[src/rtl/nvram_upload.sv]
// nvram_upload: HPS upload responder streaming a byte-wide core RAM out as 16-bit LE words.
// Optional running checksum returned at address SIZE, enabled by NVRAM_UPLOAD_CKSUM_EN.
module nvram_upload #(
    parameter logic [7:0] INDEX    = 8'd4,
    parameter int         AW       = 10,
    parameter int         SIZE     = 1024,
    parameter int         RAM_LAT  = 1,
    parameter int         PAUSE_TO = 4096
) (
    input  logic          clk_sys,
    input  logic          reset_n,
    input  logic          ioctl_upload,
    input  logic [7:0]    ioctl_index,
    input  logic          ioctl_rd,
    input  logic [26:0]   ioctl_addr,
    output logic [15:0]   ioctl_din,
    output logic          ioctl_wait,
    output logic          pause_req,
    input  logic          pause_ack,
    output logic [AW-1:0] mem_addr,
    output logic          mem_rd,
    input  logic [7:0]    mem_q,
    output logic          busy
);

    localparam int          TW      = (PAUSE_TO > 1) ? $clog2(PAUSE_TO) : 1;
    localparam logic [TW-1:0] PT_LAST = TW'(PAUSE_TO - 1);
    localparam logic [26:0] SIZE_A  = 27'(SIZE);
    localparam logic [1:0]  LAT_LO  = 2'(RAM_LAT);
    localparam logic [1:0]  LAT_HI  = 2'(RAM_LAT - 1);

    typedef enum logic [2:0] {
        IDLE,
        PAUSE,
        READY,
        RD_LO,
        WAIT_LO,
        RD_HI,
        WAIT_HI
    } state_t;

    state_t          state_q, state_d;
    logic [TW-1:0]   pause_cnt_q, pause_cnt_d;
    logic [1:0]      lat_cnt_q, lat_cnt_d;
    logic [AW-1:0]   addr_q, addr_d;
    logic [7:0]      lo_q, lo_d;
    logic [15:0]     din_q, din_d;
    logic            wait_q, wait_d;
    logic            pause_req_q, pause_req_d;
    logic            mem_rd_q, mem_rd_d;
    logic [AW-1:0]   mem_addr_q, mem_addr_d;
    logic            pend_q, pend_d;
    logic [26:0]     pend_addr_q, pend_addr_d;
`ifdef NVRAM_UPLOAD_CKSUM_EN
    logic [15:0]     sum_q, sum_d;
`endif

    logic            sel;
    logic            req_valid;
    logic [26:0]     req_addr;

    assign sel = ioctl_upload && (ioctl_index == INDEX);

    always_comb begin
        state_d     = state_q;
        pause_cnt_d = pause_cnt_q;
        lat_cnt_d   = lat_cnt_q;
        addr_d      = addr_q;
        lo_d        = lo_q;
        din_d       = din_q;
        wait_d      = wait_q;
        pause_req_d = pause_req_q;
        mem_rd_d    = 1'b0;
        mem_addr_d  = mem_addr_q;
        pend_d      = pend_q;
        pend_addr_d = pend_addr_q;
`ifdef NVRAM_UPLOAD_CKSUM_EN
        sum_d       = sum_q;
`endif
        req_valid   = 1'b0;
        req_addr    = ioctl_addr;

        if (!sel) begin
            state_d     = IDLE;
            pause_req_d = 1'b0;
            wait_d      = 1'b0;
            pend_d      = 1'b0;
        end else begin
            case (state_q)
                IDLE: begin
                    state_d     = PAUSE;
                    pause_req_d = 1'b1;
                    pause_cnt_d = '0;
                    pend_d      = 1'b0;
                    wait_d      = 1'b0;
`ifdef NVRAM_UPLOAD_CKSUM_EN
                    sum_d       = '0;
`endif
                end
                PAUSE: begin
                    pause_cnt_d = pause_cnt_q + TW'(1);
                    // Single-entry queue; an in-range request stalls the host right away.
                    if (ioctl_rd && !wait_q) begin
                        pend_d      = 1'b1;
                        pend_addr_d = ioctl_addr;
                        wait_d      = (ioctl_addr < SIZE_A);
                    end
                    if (pause_ack || (pause_cnt_q == PT_LAST)) begin
                        state_d = READY;
                    end
                end
                READY: begin
                    if (ioctl_rd && !wait_q) begin
                        req_valid = 1'b1;
                        req_addr  = ioctl_addr;
                    end else if (pend_q) begin
                        req_valid = 1'b1;
                        req_addr  = pend_addr_q;
                    end
                    pend_d = 1'b0;
                    if (req_valid) begin
                        addr_d = req_addr[AW-1:0];
                        if (req_addr < SIZE_A) begin
                            wait_d  = 1'b1;
                            state_d = RD_LO;
`ifdef NVRAM_UPLOAD_CKSUM_EN
                        end else if (req_addr == SIZE_A) begin
                            din_d = sum_q;
`endif
                        end else begin
                            din_d = '1;
                        end
                    end
                end
                RD_LO: begin
                    mem_rd_d   = 1'b1;
                    mem_addr_d = addr_q;
                    lat_cnt_d  = '0;
                    state_d    = WAIT_LO;
                end
                WAIT_LO: begin
                    // Low strobe leaves the flop one cycle after RD_LO, so wait RAM_LAT+1
                    // cycles; the high strobe is launched on the capture edge itself.
                    lat_cnt_d = lat_cnt_q + 2'd1;
                    if (lat_cnt_q == LAT_LO) begin
                        lo_d       = mem_q;
                        mem_rd_d   = 1'b1;
                        mem_addr_d = addr_q + AW'(1);
                        state_d    = RD_HI;
                    end
                end
                RD_HI: begin
                    lat_cnt_d = '0;
                    state_d   = WAIT_HI;
                end
                WAIT_HI: begin
                    lat_cnt_d = lat_cnt_q + 2'd1;
                    if (lat_cnt_q == LAT_HI) begin
                        din_d   = {mem_q, lo_q};
                        wait_d  = 1'b0;
                        state_d = READY;
`ifdef NVRAM_UPLOAD_CKSUM_EN
                        sum_d   = sum_q + {8'h00, lo_q} + {8'h00, mem_q};
`endif
                    end
                end
                default: begin
                    state_d = IDLE;
                end
            endcase
        end
    end

    always_ff @(posedge clk_sys) begin
        if (!reset_n) begin
            state_q     <= IDLE;
            pause_cnt_q <= '0;
            lat_cnt_q   <= '0;
            addr_q      <= '0;
            lo_q        <= '0;
            din_q       <= '0;
            wait_q      <= 1'b0;
            pause_req_q <= 1'b0;
            mem_rd_q    <= 1'b0;
            mem_addr_q  <= '0;
            pend_q      <= 1'b0;
            pend_addr_q <= '0;
`ifdef NVRAM_UPLOAD_CKSUM_EN
            sum_q       <= '0;
`endif
        end else begin
            state_q     <= state_d;
            pause_cnt_q <= pause_cnt_d;
            lat_cnt_q   <= lat_cnt_d;
            addr_q      <= addr_d;
            lo_q        <= lo_d;
            din_q       <= din_d;
            wait_q      <= wait_d;
            pause_req_q <= pause_req_d;
            mem_rd_q    <= mem_rd_d;
            mem_addr_q  <= mem_addr_d;
            pend_q      <= pend_d;
            pend_addr_q <= pend_addr_d;
`ifdef NVRAM_UPLOAD_CKSUM_EN
            sum_q       <= sum_d;
`endif
        end
    end

    assign ioctl_din  = din_q;
    assign ioctl_wait = wait_q;
    assign pause_req  = pause_req_q;
    assign mem_rd     = mem_rd_q;
    assign mem_addr   = mem_addr_q;
    assign busy       = (state_q != IDLE);

endmodule

[config.mk]
export PLATFORM = sky130hd
export DESIGN_NAME = nvram_upload
export DESIGN_NICKNAME = d
export VERILOG_FILES = /design/src/rtl/nvram_upload.sv
export SDC_FILE = /design/constraint.sdc
export NUM_CORES = 1
export LEC_CHECK = 0
export ABC_AREA = 1
export CAP_MARGIN = 15
export CORE_ASPECT_RATIO = 1.1
export CORE_MARGIN = 2
export CORE_UTILIZATION = 57
export DETAILED_ROUTE_END_ITERATION = 8
export PLACE_DENSITY = 0.85
export SLEW_MARGIN = 10
export SYNTH_ARGS = -nofsm -noshare
export SYNTH_HDL_FRONTEND = slang
export SYNTH_SLANG_ARGS = --single-unit
[constraint.sdc]
create_clock -name clk_sys -period 2.89 [get_ports clk_sys]
set_clock_uncertainty 0.15 [all_clocks]
set_input_delay 0.4335 -clock clk_sys [delete_from_list [all_inputs] [get_ports clk_sys]]
set_output_delay 0.4335 -clock clk_sys [all_outputs]
set_load 0.01 [all_outputs]
==> flow_results.org <==
** Yosys
- Summed over all instances, the cell type with the most area after synthesis is dfxtp_1.
- Synthesized netlist net count :: 714
- Top cells by area, synth :: dfxtp_1 41%, nor2_1 12%, nand2_1 7.8%, a21oi_1 6.2%, o21ai_0 5.8%
- In this run, distinct cell masters in the synthesized netlist total 33.
- Post-synthesis sequential area ratio :: approximately two fifths
- The Yosys step of the flow raised 0 warnings.
- Mapped cell area :: between 4000 and 5000 sq um
- Cell count after synthesis :: 662
- Post-synthesis area per instance :: roughly 6.8 sq um
- Top-area cell type share of the netlist area :: just over 40%
- Synthesis inferred 92 register bits.

** Timing
- Final clock period utilization by the worst path :: between 80% and 90%
- Setup violations remaining at the end of the flow were counted as 0.
- The worst path in the final design needs a cycle of about 2.5 ns, including I/O delays and setup.
- Worst Max-Slew Pin Slew :: approximately 0.54 ns
- Timing would allow up to 0.394 GHz.
- Setup slack of the critical path after layout :: 0.354 ns
- Setup repair after global routing left no endpoint under its margin.
- For the final routed database, the setup TNS stands at 0 ns.
- Slew Viols, Final :: 0
- Measured against its own limit, the worst slew margin works out to 63.7%.
- The final-report hold violation count came to 0.

** Final layout
- Final cell count without fillers :: around 850
- Leaving out fill and tap cells, the most frequent cells in the layout are 140 x nor2_1, 94 x nand2_1, 92 x dfxtp_1.
- For this run, the share of the core covered by cells in the final layout is between 70 and 80%.
- Final #Nets :: between 700 and 800
- Area Overhead vs Synth :: 23.9%
- Most frequent standard cell in the layout excluding fill and tap cells :: nor2_1
- The number of antenna diodes in the final layout is 0.
- Fraction of layout cells with a size suffix above 1 :: 6.65%

** Critical path
- Sort of element at the end of the critical path :: output pin
- Required @ worst endpoint :: 2.31 ns
- Of all nets on the critical path, the largest fanout is 15.
- Slack of the worst reg-to-reg path :: about 0.6 ns
- The worst setup path is launched from a flop.
- Type of the setup path with the least slack :: reg2out
- Data arrives at the worst endpoint at about 2 ns.

** Power
- Switching part of the total :: roughly 22%
- The clock network accounts for between 40 and 50% of the total power.
- Leakage power :: around 2.2 nW
- Combinational group share of total power :: 5.7%
- Worst voltage drop across the vdd grid :: approximately 260 uV
- Internal power :: between 1.5 and 2 mW
- Reg power frac :: between 50% and 60%
- In this run the power spent charging and discharging nets is slightly above 0.5 mW.
- Total power per unit cell area :: approximately 420 nW/um^2

** Placed design
- Total placed cells including tap cells :: between 800 and 900
- HPWL after detailed placement :: roughly 7700 microns
- I/O Buffers :: 77
- Prior to clock tree synthesis, the placed netlist has a worst setup slack of about 0.35 ns.
- Final weighted congestion of routability-driven global placement :: around 0.94

** Route
- The first TritonRoute pass finished after 5 iterations.
- After the first detailed-routing iteration, the DRC count stood at 289.
- In the final routed layout, each cell accounts on average for 12.1 microns.
- The detailed router placed around 4,400 vias in this run.
- In the routed layout, each cell is associated on average with a via count of 5.25.
- Final routed DRC violation total :: 0
- The detail route stage leaves a number of antenna-violating nets equal to 0.
- Summed over all layers, the routed wires come to between 10,000 and 15,000 microns.

** Run status
- The run finished with clean final reports.

** GRT
- In the global route stage, overall resource usage came out at between 20% and 30%.
- Number of antenna violations at the first check in global routing :: 0
- After global routing the overflow that remains totals 0.
- Vias in the first global route :: 4,129
- Entering global routing, the biggest net connects 43 pins.
- First-pass GRT wire length :: around 17,000 microns

** CTS
- Buffers inserted to repair hold after CTS numbered 0.
- The clock tree synthesis step divided the H-tree into 3 levels.
- Total clock sinks :: just over 90
- Number of buffers between clock root and the deepest sink :: 2
- TritonCTS built the clock tree.
- After clock tree synthesis, the clock-pin slew on the worst setup and hold paths is ~0.090 ns.
- Clock tree synthesis selected as its root buffer the cell clkbuf_8.
- After clock tree synthesis, the setup repair step added 0 buffers.
- Post-CTS repair changed the size of 0 cells.
- TritonCTS created 9 clock buffers.
- Worst skew pair latency :: about 0.36 ns

** Job
- The tool flagged a number of max-cap violations equal to 0.

** Worst hold path
- Worst hold path type :: reg2reg

** Floorplanning
- The floorplan step defined a die boundary enclosing between 8000 and 9000 sq um.
- Initial Util :: between 50% and 60%
- Core Box Area :: 7780 sq um
- In this run the count of I/O pins placed on the die edge is a little under 80.
- Row Count :: 34
- Die Height :: between 90 and 100 microns
- The die is between 80 and 90 microns wide.
metrics by stage:
step	cell area, sq um	power [mW]	hold slack (ns)
floorplan	4500	1.34	0.291
detailed placement	5360	1.43	0.315
CTS	5580	2.37	0.330
global placement	5360	1.43	0.308
finish	5580	2.35	0.330
global route	5580	2.43	0.360
per-layer routing:
layer / vias to the layer above / global-route usage (%) / share of wire (%)
met4: 0 / 10.4 / 2.3
met3: 21 / 3.31 / 4.9
met5: - / 0 / 0
met2: 141 / 42.1 / 48
li1: 2296 / - / -
met1: 1979 / 29.8 / 44
worst max-delay path, stage by stage, from the launching register on:
cell and delay [ns]:
dfxtp_1 0.48, nor2_1 0.23, inv_1 0.08, nor2_1 0.25, inv_1 0.08, clkdlybuf4s50_1 0.48
registers in the layout, indices dropped and copies added (netlist names), 2 cells and up:
register / cells
addr_q: 10
pend_addr_q: 27
ioctl_din: 16
mem_addr: 10
state_q: 3
lo_q: 8
pause_cnt_q: 12
lat_cnt_q: 2
kinds of logic (layout without fill, tap and decap cells):
kind of cell               Yosys count  after routing  share of synthesized area, %
adders and majority gates            4              4                          1.11
xor gates and xnor gates             4              4                         0.778
DFF                                 92             92                          40.9
and+or+nand+nor                    328            328                          31.7
buffers and inverters               97            172                          8.50
AOI/OAI and AO/OA                  137            137                          17.0
cell type report:
cell class | count | area [sq um]
multi-input combinational | 473 | 2280
fill | 644 | 2200
sequential | 92 | 1840
timing repair buffer | 86 | 838
inverter | 70 | 263
tap | 108 | 135
clock buffer | 9 | 124
clock inverter | 7 | 100
path summary, 6_finish.rpt:
| path | from | end | depth (start not counted) |
|---|---|---|---|
| max | state_q[2] | busy | 5 |
| min | addr_q[9] | addr_q[9] | 2 |
| max reg2reg | state_q[2] | pend_addr_q[2] | 8 |
| min reg2reg | addr_q[9] | addr_q[9] | 2 |
power groups by stage:
| stage | logic, mW | registers (mW) | clock network (mW) |
|---|---|---|---|
| 2_1_floorplan | 0.0479 | 1.30 | 0 |
| 3_3_place_gp | 0.130 | 1.30 | 0 |
| 3_5_place_dp | 0.133 | 1.30 | 0 |
| 4_1_cts | 0.134 | 1.27 | 0.968 |
| 5_1_grt | 0.146 | 1.27 | 1.02 |
| 6_report | 0.134 | 1.27 | 0.947 |
cells in the mapped netlist, drive strengths merged:
| cell | instances |
|---|---|
| a21oi | 57 |
| a31oi | 3 |
| o21bai | 3 |
| nor2 | 149 |
| nand4 | 7 |
| nor3b | 1 |
| a21o | 1 |
| clkbuf | 15 |
| o22ai | 1 |
| or2 | 2 |
| ha | 4 |
| o21ai | 55 |
| xor2 | 4 |
| a211oi | 17 |
| nor3 | 19 |
| dfxtp | 92 |
| buf | 12 |
| nand2 | 97 |
| inv | 70 |
| nand3 | 53 |
No activity file was read; power rests on OpenSTA's default activity.
